--- src/rtl/dmem_load_ctrl.sv ---
// dmem_load_ctrl: streams a byte burst into data memory, holds the core in
// reset while loading, releases it, then times the run until done or timeout.
// Optional macro LOAD_CKSUM_EN adds a modulo-2^DW checksum of the burst.
module dmem_load_ctrl #(
  parameter int unsigned AW      = 8,
  parameter int unsigned DW      = 8,
  parameter int unsigned RST_CYC = 2,
  parameter int unsigned TMO_CYC = 65535
) (
  input  logic          clk,
  input  logic          reset,
  input  logic          cmd_valid,
  output logic          cmd_ready,
  input  logic [AW-1:0] cmd_addr,
  input  logic [AW:0]   cmd_len,
  input  logic          s_valid,
  output logic          s_ready,
  input  logic [DW-1:0] s_data,
  output logic          mem_we,
  output logic [AW-1:0] mem_addr,
  output logic [DW-1:0] mem_wdata,
  output logic          cpu_reset,
  input  logic          cpu_done,
  output logic [31:0]   run_cycles,
  output logic          run_done,
  output logic          timeout
`ifdef LOAD_CKSUM_EN
  ,
  output logic [DW-1:0] cksum
`endif
);

  typedef enum logic [2:0] {
    IDLE,
    LOAD,
    CPU_RST,
    RUN,
    DONE
  } state_t;

  localparam logic [AW-1:0] PTR_ONE = 1;
  localparam logic [AW:0]   REM_ONE = 1;
  localparam logic [31:0]   RST_LAST = 32'(RST_CYC - 1);
  localparam logic [31:0]   TMO_LIM  = 32'(TMO_CYC);

  state_t        state_q, state_d;
  logic [AW-1:0] ptr_q, ptr_d;
  logic [AW:0]   rem_q, rem_d;
  logic          mem_we_q, mem_we_d;
  logic [AW-1:0] mem_addr_q, mem_addr_d;
  logic [DW-1:0] mem_wdata_q, mem_wdata_d;
  logic [31:0]   rst_cnt_q, rst_cnt_d;
  logic [31:0]   run_cycles_q, run_cycles_d;
  logic          run_done_q, run_done_d;
  logic          timeout_q, timeout_d;
`ifdef LOAD_CKSUM_EN
  logic [DW-1:0] cksum_q, cksum_d;
`endif

  // Next-state and handshake decode; the first RUN cycle masks a stale done
  always_comb begin
    state_d      = state_q;
    ptr_d        = ptr_q;
    rem_d        = rem_q;
    mem_we_d     = 1'b0;
    mem_addr_d   = mem_addr_q;
    mem_wdata_d  = mem_wdata_q;
    rst_cnt_d    = rst_cnt_q;
    run_cycles_d = run_cycles_q;
    run_done_d   = 1'b0;
    timeout_d    = timeout_q;
`ifdef LOAD_CKSUM_EN
    cksum_d      = cksum_q;
`endif
    cmd_ready    = 1'b0;
    s_ready      = 1'b0;
    cpu_reset    = 1'b1;
    case (state_q)
      IDLE: begin
        cmd_ready = 1'b1;
        if (cmd_valid) begin
          ptr_d        = cmd_addr;
          rem_d        = cmd_len;
          timeout_d    = 1'b0;
          run_cycles_d = '0;
          rst_cnt_d    = '0;
`ifdef LOAD_CKSUM_EN
          cksum_d      = '0;
`endif
          state_d      = (cmd_len != '0) ? LOAD : CPU_RST;
        end
      end
      LOAD: begin
        s_ready = 1'b1;
        if (s_valid) begin
          mem_we_d    = 1'b1;
          mem_addr_d  = ptr_q;
          mem_wdata_d = s_data;
          ptr_d       = ptr_q + PTR_ONE;
          rem_d       = rem_q - REM_ONE;
`ifdef LOAD_CKSUM_EN
          cksum_d     = cksum_q + s_data;
`endif
          if (rem_q == REM_ONE) begin
            state_d   = CPU_RST;
            rst_cnt_d = '0;
          end
        end
      end
      CPU_RST: begin
        if (rst_cnt_q == RST_LAST) begin
          state_d      = RUN;
          run_cycles_d = 32'd1;
        end else begin
          rst_cnt_d = rst_cnt_q + 32'd1;
        end
      end
      RUN: begin
        cpu_reset = 1'b0;
        if (cpu_done && (run_cycles_q != 32'd1)) begin
          state_d    = DONE;
          run_done_d = 1'b1;
        end else if (run_cycles_q == TMO_LIM) begin
          state_d    = DONE;
          run_done_d = 1'b1;
          timeout_d  = 1'b1;
        end else begin
          run_cycles_d = run_cycles_q + 32'd1;
        end
      end
      DONE: begin
        state_d = IDLE;
      end
      default: begin
        state_d = IDLE;
      end
    endcase
  end

  // State and datapath registers with synchronous reset
  always_ff @(posedge clk) begin
    if (reset) begin
      state_q      <= IDLE;
      ptr_q        <= '0;
      rem_q        <= '0;
      mem_we_q     <= 1'b0;
      mem_addr_q   <= '0;
      mem_wdata_q  <= '0;
      rst_cnt_q    <= '0;
      run_cycles_q <= '0;
      run_done_q   <= 1'b0;
      timeout_q    <= 1'b0;
`ifdef LOAD_CKSUM_EN
      cksum_q      <= '0;
`endif
    end else begin
      state_q      <= state_d;
      ptr_q        <= ptr_d;
      rem_q        <= rem_d;
      mem_we_q     <= mem_we_d;
      mem_addr_q   <= mem_addr_d;
      mem_wdata_q  <= mem_wdata_d;
      rst_cnt_q    <= rst_cnt_d;
      run_cycles_q <= run_cycles_d;
      run_done_q   <= run_done_d;
      timeout_q    <= timeout_d;
`ifdef LOAD_CKSUM_EN
      cksum_q      <= cksum_d;
`endif
    end
  end

  assign mem_we     = mem_we_q;
  assign mem_addr   = mem_addr_q;
  assign mem_wdata  = mem_wdata_q;
  assign run_cycles = run_cycles_q;
  assign run_done   = run_done_q;
  assign timeout    = timeout_q;
`ifdef LOAD_CKSUM_EN
  assign cksum      = cksum_q;
`else
  // Checksum port and adder are not built in this configuration
`endif

endmodule

--- config.mk ---
export PLATFORM = sky130hd
export DESIGN_NAME = dmem_load_ctrl
export DESIGN_NICKNAME = d
export VERILOG_FILES = /design/src/rtl/dmem_load_ctrl.sv
export SDC_FILE = /design/constraint.sdc
export NUM_CORES = 1
export LEC_CHECK = 0
export CORE_ASPECT_RATIO = 0.8
export CORE_MARGIN = 4
export CORE_UTILIZATION = 50
export CTS_CLUSTER_DIAMETER = 30
export DETAILED_ROUTE_END_ITERATION = 10
export GPL_ROUTABILITY_DRIVEN = 0
export PLACE_DENSITY = 0.84
export SLEW_MARGIN = 20
export SYNTH_ARGS = -nofsm -noshare
export SYNTH_HDL_FRONTEND = slang
export SYNTH_SLANG_ARGS = --single-unit
--- constraint.sdc ---
create_clock -name clk -period 2.5 [get_ports clk]
set_input_delay 0.375 -clock clk [delete_from_list [all_inputs] [get_ports clk]]
set_output_delay 0.375 -clock clk [all_outputs]
set_load 0.005 [all_outputs]
==> flow_metrics.env, run 1 <==
export IMPL_synth_seq_cells=103
export IMPL_layout_common_cells="dfxtp_1 (102), nand2_1 (91), clkdlybuf4s50_1 (82)"
export IMPL_status="finished clean"
export IMPL_clkTransAtPathRegs_ns=0.08
export IMPL_routedWlPerCell_um=16.0
export IMPL_fp_dieH_um=100
export IMPL_grt_usage=0.242
export IMPL_diodes=0
export IMPL_hold_viol=0
export IMPL_rsz0062_at_grt="true"
export IMPL_cts_tree="built"
export IMPL_grt_max_degree=48
export IMPL_totalWireLength_um=14600
export IMPL_die_area_um2=12400
export IMPL_cp_top_family="buffers and inverters"
export IMPL_synth_fp_nets=707
export IMPL_synth_top_cell_by_area="dfxtp_1"
export IMPL_ant_nets=0
export IMPL_syn_to_final_growth_pct=27.7
export IMPL_period_share=0.957
export IMPL_cts_sinks=103
export IMPL_synth_edf_count=0
export IMPL_post_cts_setup_buffer_count=0
export IMPL_finalCriticalPeriod_ns=2.39
export IMPL_synthArstFlopShare=0
export IMPL_preCtsSetupSlack_ns=-0.173
export IMPL_worstPathMaxFanout=10
export IMPL_stdcell_area_um2=6800
export IMPL_vdd_ir_drop_max_v=0.000379
export IMPL_fp_dieW_um=123
export IMPL_antenna_found_initial=0
export IMPL_num_nets_final=800
export IMPL_grt_pass1_wl_um=24500
export IMPL_clk_latency_ns=0.35
export IMPL_worst_path_max_delay_cell="dfxtp_1"
export IMPL_synth_area_um2=5330
export IMPL_synthTopCellsByArea="dfxtp_1 (39%), nand2_1 (6.4%), a21oi_1 (6.1%), nor2_1 (4.2%), o31ai_1 (3.0%)"
export IMPL_mostFrequentLayoutCell="dfxtp_1"
export IMPL_power_density_nw_per_um2=532
export IMPL_drt_iter0_drc=379
export IMPL_drive_above_1_share=0.105
export IMPL_max_stage_delay_ns=0.53
export IMPL_row_count=33
export IMPL_dp_hpwl_um=10300
export IMPL_start_util=0.516
export IMPL_core_area_um2=10300
export IMPL_crit_chain="buf_4 > and2_1 > inv_2 > clkdlybuf4s50_1"
export IMPL_maxUsedRoutingLayer="met4"
export IMPL_gr_total_overflow=0
export IMPL_clock_root_buffer="clkbuf_16"
export IMPL_synth_ff_type="dfxtp_1"
export IMPL_path_class="reg2out"
export IMPL_arrival_ns=2.02
export IMPL_setup_viol=0
export IMPL_critPathLaunchType="flop"
export IMPL_fmax_mhz=418
export IMPL_worst_pin_slew_ns=0.708
export IMPL_slew_headroom=0.528
export IMPL_wl_met2_um=7010
export IMPL_vias_per_cell=5.99
export IMPL_ctsHoldBuffers=0
export IMPL_synth_top_area_share=0.387
export IMPL_p_leak_uw=0.00230
export IMPL_cts_repair_resized=0
export IMPL_maxCapViolations=0
export IMPL_ys_warnings_count=0
export IMPL_grt_pass1_vias=5091
export IMPL_place_area_um2=6450
export IMPL_skew_ns=0.0107
export IMPL_cts_buffers_inserted=9
export IMPL_met1Wirelength_um=6440
export IMPL_hold_class="in2reg"
export IMPL_end_kind="output pin"
export IMPL_vias=5443
export IMPL_port_buffers=83
export IMPL_drv_slew=0
export IMPL_met3_length_um=805
export IMPL_htree_levels=3
export IMPL_synthCells=670
export IMPL_timing_critical_path_buf_inv=3
export IMPL_clk_path_buf_depth=2
export IMPL_yosysUniqueCellTypes=64
export IMPL_crit_required_ns=2.12
export IMPL_fin_ws_ns=0.108
export IMPL_num_io_pins=84
export IMPL_syn_avg_cell_area_um2=7.95
export IMPL_ys_seq_area_frac=0.387
export IMPL_drt_first_pass_iters=6
export IMPL_route_detailed_drc=0
## path summary, 6_finish.rpt
| path | to | depth (start not counted) | from | slack (ns) |
|---|---|---|---|---|
| worst max register to register | run_cycles[13]$_SDFFE_PP0P_ | 7 | run_cycles[24]$_SDFFE_PP0P_ | 0.13 |
| worst min-delay path | run_cycles[29]$_SDFFE_PP0P_ | 3 | reset | 0.40 |
| worst max-delay path | cpu_reset | 4 | state_q[0]$_SDFFE_PP0P_ | 0.11 |
| worst min register to register | mem_addr[7]$_SDFFE_PP0P_ | 2 | mem_addr[7]$_SDFFE_PP0P_ | 0.46 |
## area by class of cell
class	instances	area, µm²
fill	856	3520
multi-input combinational	508	3060
sequential	103	2060
timing repair buffer	118	1110
clock buffer	9	225
tap	140	175
inverter	23	88.8
clock inverter	7	87.6
## flip-flops by register name (all words and copies together) (netlist names), 3 cells and up
signal / flops
rst_cnt_q: 32
run_cycles: 32
rem_q: 9
mem_addr: 8
mem_wdata: 8
ptr_q: 8
state_q: 3
## Yosys cell counts (all sizes together), types with 2 or more instances
cell and n:
inv 23, a22oi 4, o311a 3, buf 13, nor3b 4, nor4 23, o21ai 27, mux2i 5
a41o 2, xnor2 16, o31a 2, and2 6, a21oi 66, a211oi 4, nor2 60, o31ai 22
or3 8, and3 11, or4 18, nand2b 7, o21a 2, a21o 3, a2bb2oi 2, ha 7
nor2b 4, nand4 16, nand3 31, and4 7, a221oi 2, a31oi 2, nor3 26, a311oi 3
nor4b 3, dfxtp 103, o22ai 3, xor2 8, nand2 91, clkbuf 23
## tightest hold or removal path: stages
cell and delay [ns]:
buf_2 0.12, a21oi_2 0.10, o21a_1 0.11
## cell families after synthesis
kind of cell,after synthesis,synth area share
and+or+nand+nor,316,0.315
AOI/OAI and AO/OA,156,0.184
DFF,103,0.387
buffers and inverters,59,0.0479
xor gates and xnor gates,24,0.0395
adders and majority gates,7,0.0164
muxes,5,0.00940
## stage by stage
stage	util	TNS [ns]	power, µW	std cells	hold slack, ns
global route	0.659	-0.463	3760	908	0.406
global placement	0.624	-0.255	2150	891	0.441
finish	0.659	0	3620	908	0.399
detailed placement	0.625	-1.71	2170	892	0.450
floorplan	-	0	2000	670	0.441
CTS	0.656	0	3640	908	0.461
## power breakdown
part | switching, µW | internal (µW) | total [µW] | leakage, µW
sequential | 44.7 | 1680 | 1720 | 0.000834
clock | 674 | 801 | 1470 | 0.000148
combinational | 237 | 183 | 420 | 0.00131
total | 955 | 2660 | 3620 | 0.00230
## metal layers
metal / track usage / vias up
met2: 0.397 / 187
met1: 0.317 / 2588
met4: 0.0791 / 0
li1: - / 2635
met5: 0 / -
met3: 0.0501 / 33
(Power assumes the default switching activity.)
==> run 2, diff against run 1 <==
- CAP_MARGIN: not set -> 20
- DONT_BUFFER_PORTS: not set -> 1
- PLACE_DENSITY: 0.84 -> 0.74
- SKIP_LAST_GASP: not set -> 1
==> run 2 against run 1 <==
Compared with the run above:
- non-clock buffer count decreased by 98
- setup slack improved by 0.030 ns
- cell area decreased by 15%
- critical path depth increased by 3
- clock-buffer cell count unchanged
- flip-flop and latch count unchanged
- largest cell class unchanged
- critical path type is now reg2reg
==> flow_metrics.env, run 2 (synthesized netlist as in run 1, its figures left out) <==
export IMPL_layout_common_cells="dfxtp_1 (103), nand2_1 (91), a21oi_1 (64)"
export IMPL_reg2reg_from="run_cycles[27]$_SDFFE_PP0P_"
export IMPL_drt_first_pass_iters=6
export IMPL_hold_depth=1
export IMPL_vias_per_cell=6.23
export IMPL_r2r_slack_ns=0.14
export IMPL_core_area_um2=10300
export IMPL_num_nets_final=702
export IMPL_power_density_nw_per_um2=582
export IMPL_clkTransAtPathRegs_ns=0.07
export IMPL_antenna_found_initial=0
export IMPL_finalCriticalPeriod_ns=2.36
export IMPL_r2r_end="run_cycles[31]$_SDFFE_PP0P_"
export IMPL_slew_headroom=0.538
export IMPL_clk_latency_ns=0.35
export IMPL_cts_sinks=103
export IMPL_regArea_um2=2060
export IMPL_dp_hpwl_um=9660
export IMPL_cts_tree="built"
export IMPL_ant_nets=0
export IMPL_routedWlPerCell_um=17.1
export IMPL_row_count=33
export IMPL_fillCellCount=977
export IMPL_drive_above_1_share=0.0910
export IMPL_status="finished clean"
export IMPL_clock_root_buffer="clkbuf_16"
export IMPL_grt_usage=0.230
export IMPL_grt_pass1_wl_um=23100
export IMPL_worstPathMaxFanout=35
export IMPL_skew_ns=0.00913
export IMPL_fmax_mhz=423
export IMPL_grt_pass1_vias=4574
export IMPL_start_util=0.516
export IMPL_arrival_ns=2.64
export IMPL_setup_viol=0
export IMPL_port_buffers=0
export IMPL_end_kind="flop"
export IMPL_clk_path_buf_depth=2
export IMPL_critPathLaunchType="flop"
export IMPL_htree_levels=3
export IMPL_final_setup_tns_ns=0
export IMPL_drv_slew=0
export IMPL_period_share=0.945
export IMPL_p_leak_uw=0.00192
export IMPL_layout_cells_non_filler=810
export IMPL_rsz0062_at_grt="false"
export IMPL_r2r_cells=7
export IMPL_diodes=0
export IMPL_gr_total_overflow=0
export IMPL_crit_required_ns=2.78
export IMPL_hold_class="in2reg"
export IMPL_route_detailed_drc=0
export IMPL_mostFrequentLayoutCell="dfxtp_1"
export IMPL_dpl_cell_count=793
export IMPL_vdd_ir_drop_max_v=0.000305
export IMPL_min_from="reset"
export IMPL_min_to="run_cycles[12]$_SDFFE_PP0P_"
export IMPL_drt_iter0_drc=568
export IMPL_vias=5044
export IMPL_cts_buffers_inserted=9
export IMPL_path_class="reg2reg"
export IMPL_grt_max_degree=50
export IMPL_multi_input_area_um2=3040
export IMPL_num_io_pins=84
export IMPL_hold_viol=0
export IMPL_maxCapViolations=0
export IMPL_fp_dieW_um=123
export IMPL_fp_dieH_um=100
export IMPL_worst_pin_slew_ns=0.692
export IMPL_syn_to_final_growth_pct=9.21
export IMPL_totalWireLength_um=13800
export IMPL_die_area_um2=12400
-- run 2: worst max-delay path by stage --
stage / end / slack, ns / start / depth (start not counted)
final: run_cycles[31]$_SDFFE_PP0P_ / 0.14 / run_cycles[27]$_SDFFE_PP0P_ / 7
after global routing: run_cycles[4]$_SDFFE_PP0P_ / 0.01 / run_cycles[1]$_SDFFE_PP0P_ / 9
after CTS: run_cycles[29]$_SDFFE_PP0P_ / 0.18 / run_cycles[1]$_SDFFE_PP0P_ / 8
after detailed placement: run_cycles[29]$_SDFFE_PP0P_ / 0.18 / run_cycles[1]$_SDFFE_PP0P_ / 8
after global placement: run_cycles[28]$_SDFFE_PP0P_ / 0.27 / run_cycles[27]$_SDFFE_PP0P_ / 7
after floorplan: run_cycles[1]$_SDFFE_PP0P_ / 0.45 / run_cycles[0]$_SDFFE_PP0P_ / 9
-- run 2: metal layers --
metal  up-vias  GRT usage  routed length, µm
met1      2377      0.303               6060
met4         0     0.0570                255
met2       203      0.356               6300
met3        32     0.0851               1220
met5         -          0                  0
li1       2432          -                  -
-- run 2: power by group --
group	switching (µW)	total, µW	internal (µW)	leakage [µW]
clock network	655	1340	686	0.000129
logic	208	321	113	0.000957
registers	44.0	1720	1680	0.000834
-- run 2: repair_timing --
| item | 4_1_cts | 5_1_grt |
|---|---|---|
| setup endpoints to repair | 0 | 30 |
| setup buffers | 0 | 1 |
| resized for setup | 0 | 2 |
| hold buffers | 0 | 0 |
-- run 2: worst max-delay path, stage by stage (launching register included) --
cell and delay (ns):
dfxtp_1 0.38, nor4_1 0.41, nand4_1 0.23, o21ai_2 0.27, a21oi_2 0.12, buf_12 0.17
or4_1 0.53, a21oi_1 0.17
-- run 2: area by class of cell --
cell class,count,share of cell area
Timing Repair Buffer,20,0.0301
Clock buffer,9,0.0387
Sequential cell,103,0.354
Multi-Input combinational cell,508,0.522
Tap cell,140,0.0301
Inverter,23,0.0148
Clock inverter,7,0.00989
-- run 2: through the flow --
step	hold slack (ns)	setup WS [ns]	total power, µW	area, µm²	util
6_report	0.0873	0.138	3380	5820	0.564
5_1_grt	0.0669	0.0115	3530	5820	0.564
4_1_cts	0.0795	0.177	3400	5800	0.562
3_5_place_dp	0.455	0.185	2070	5510	0.534
3_3_place_gp	0.455	0.274	2060	5510	0.534
2_1_floorplan	0.441	0.452	2000	5330	-
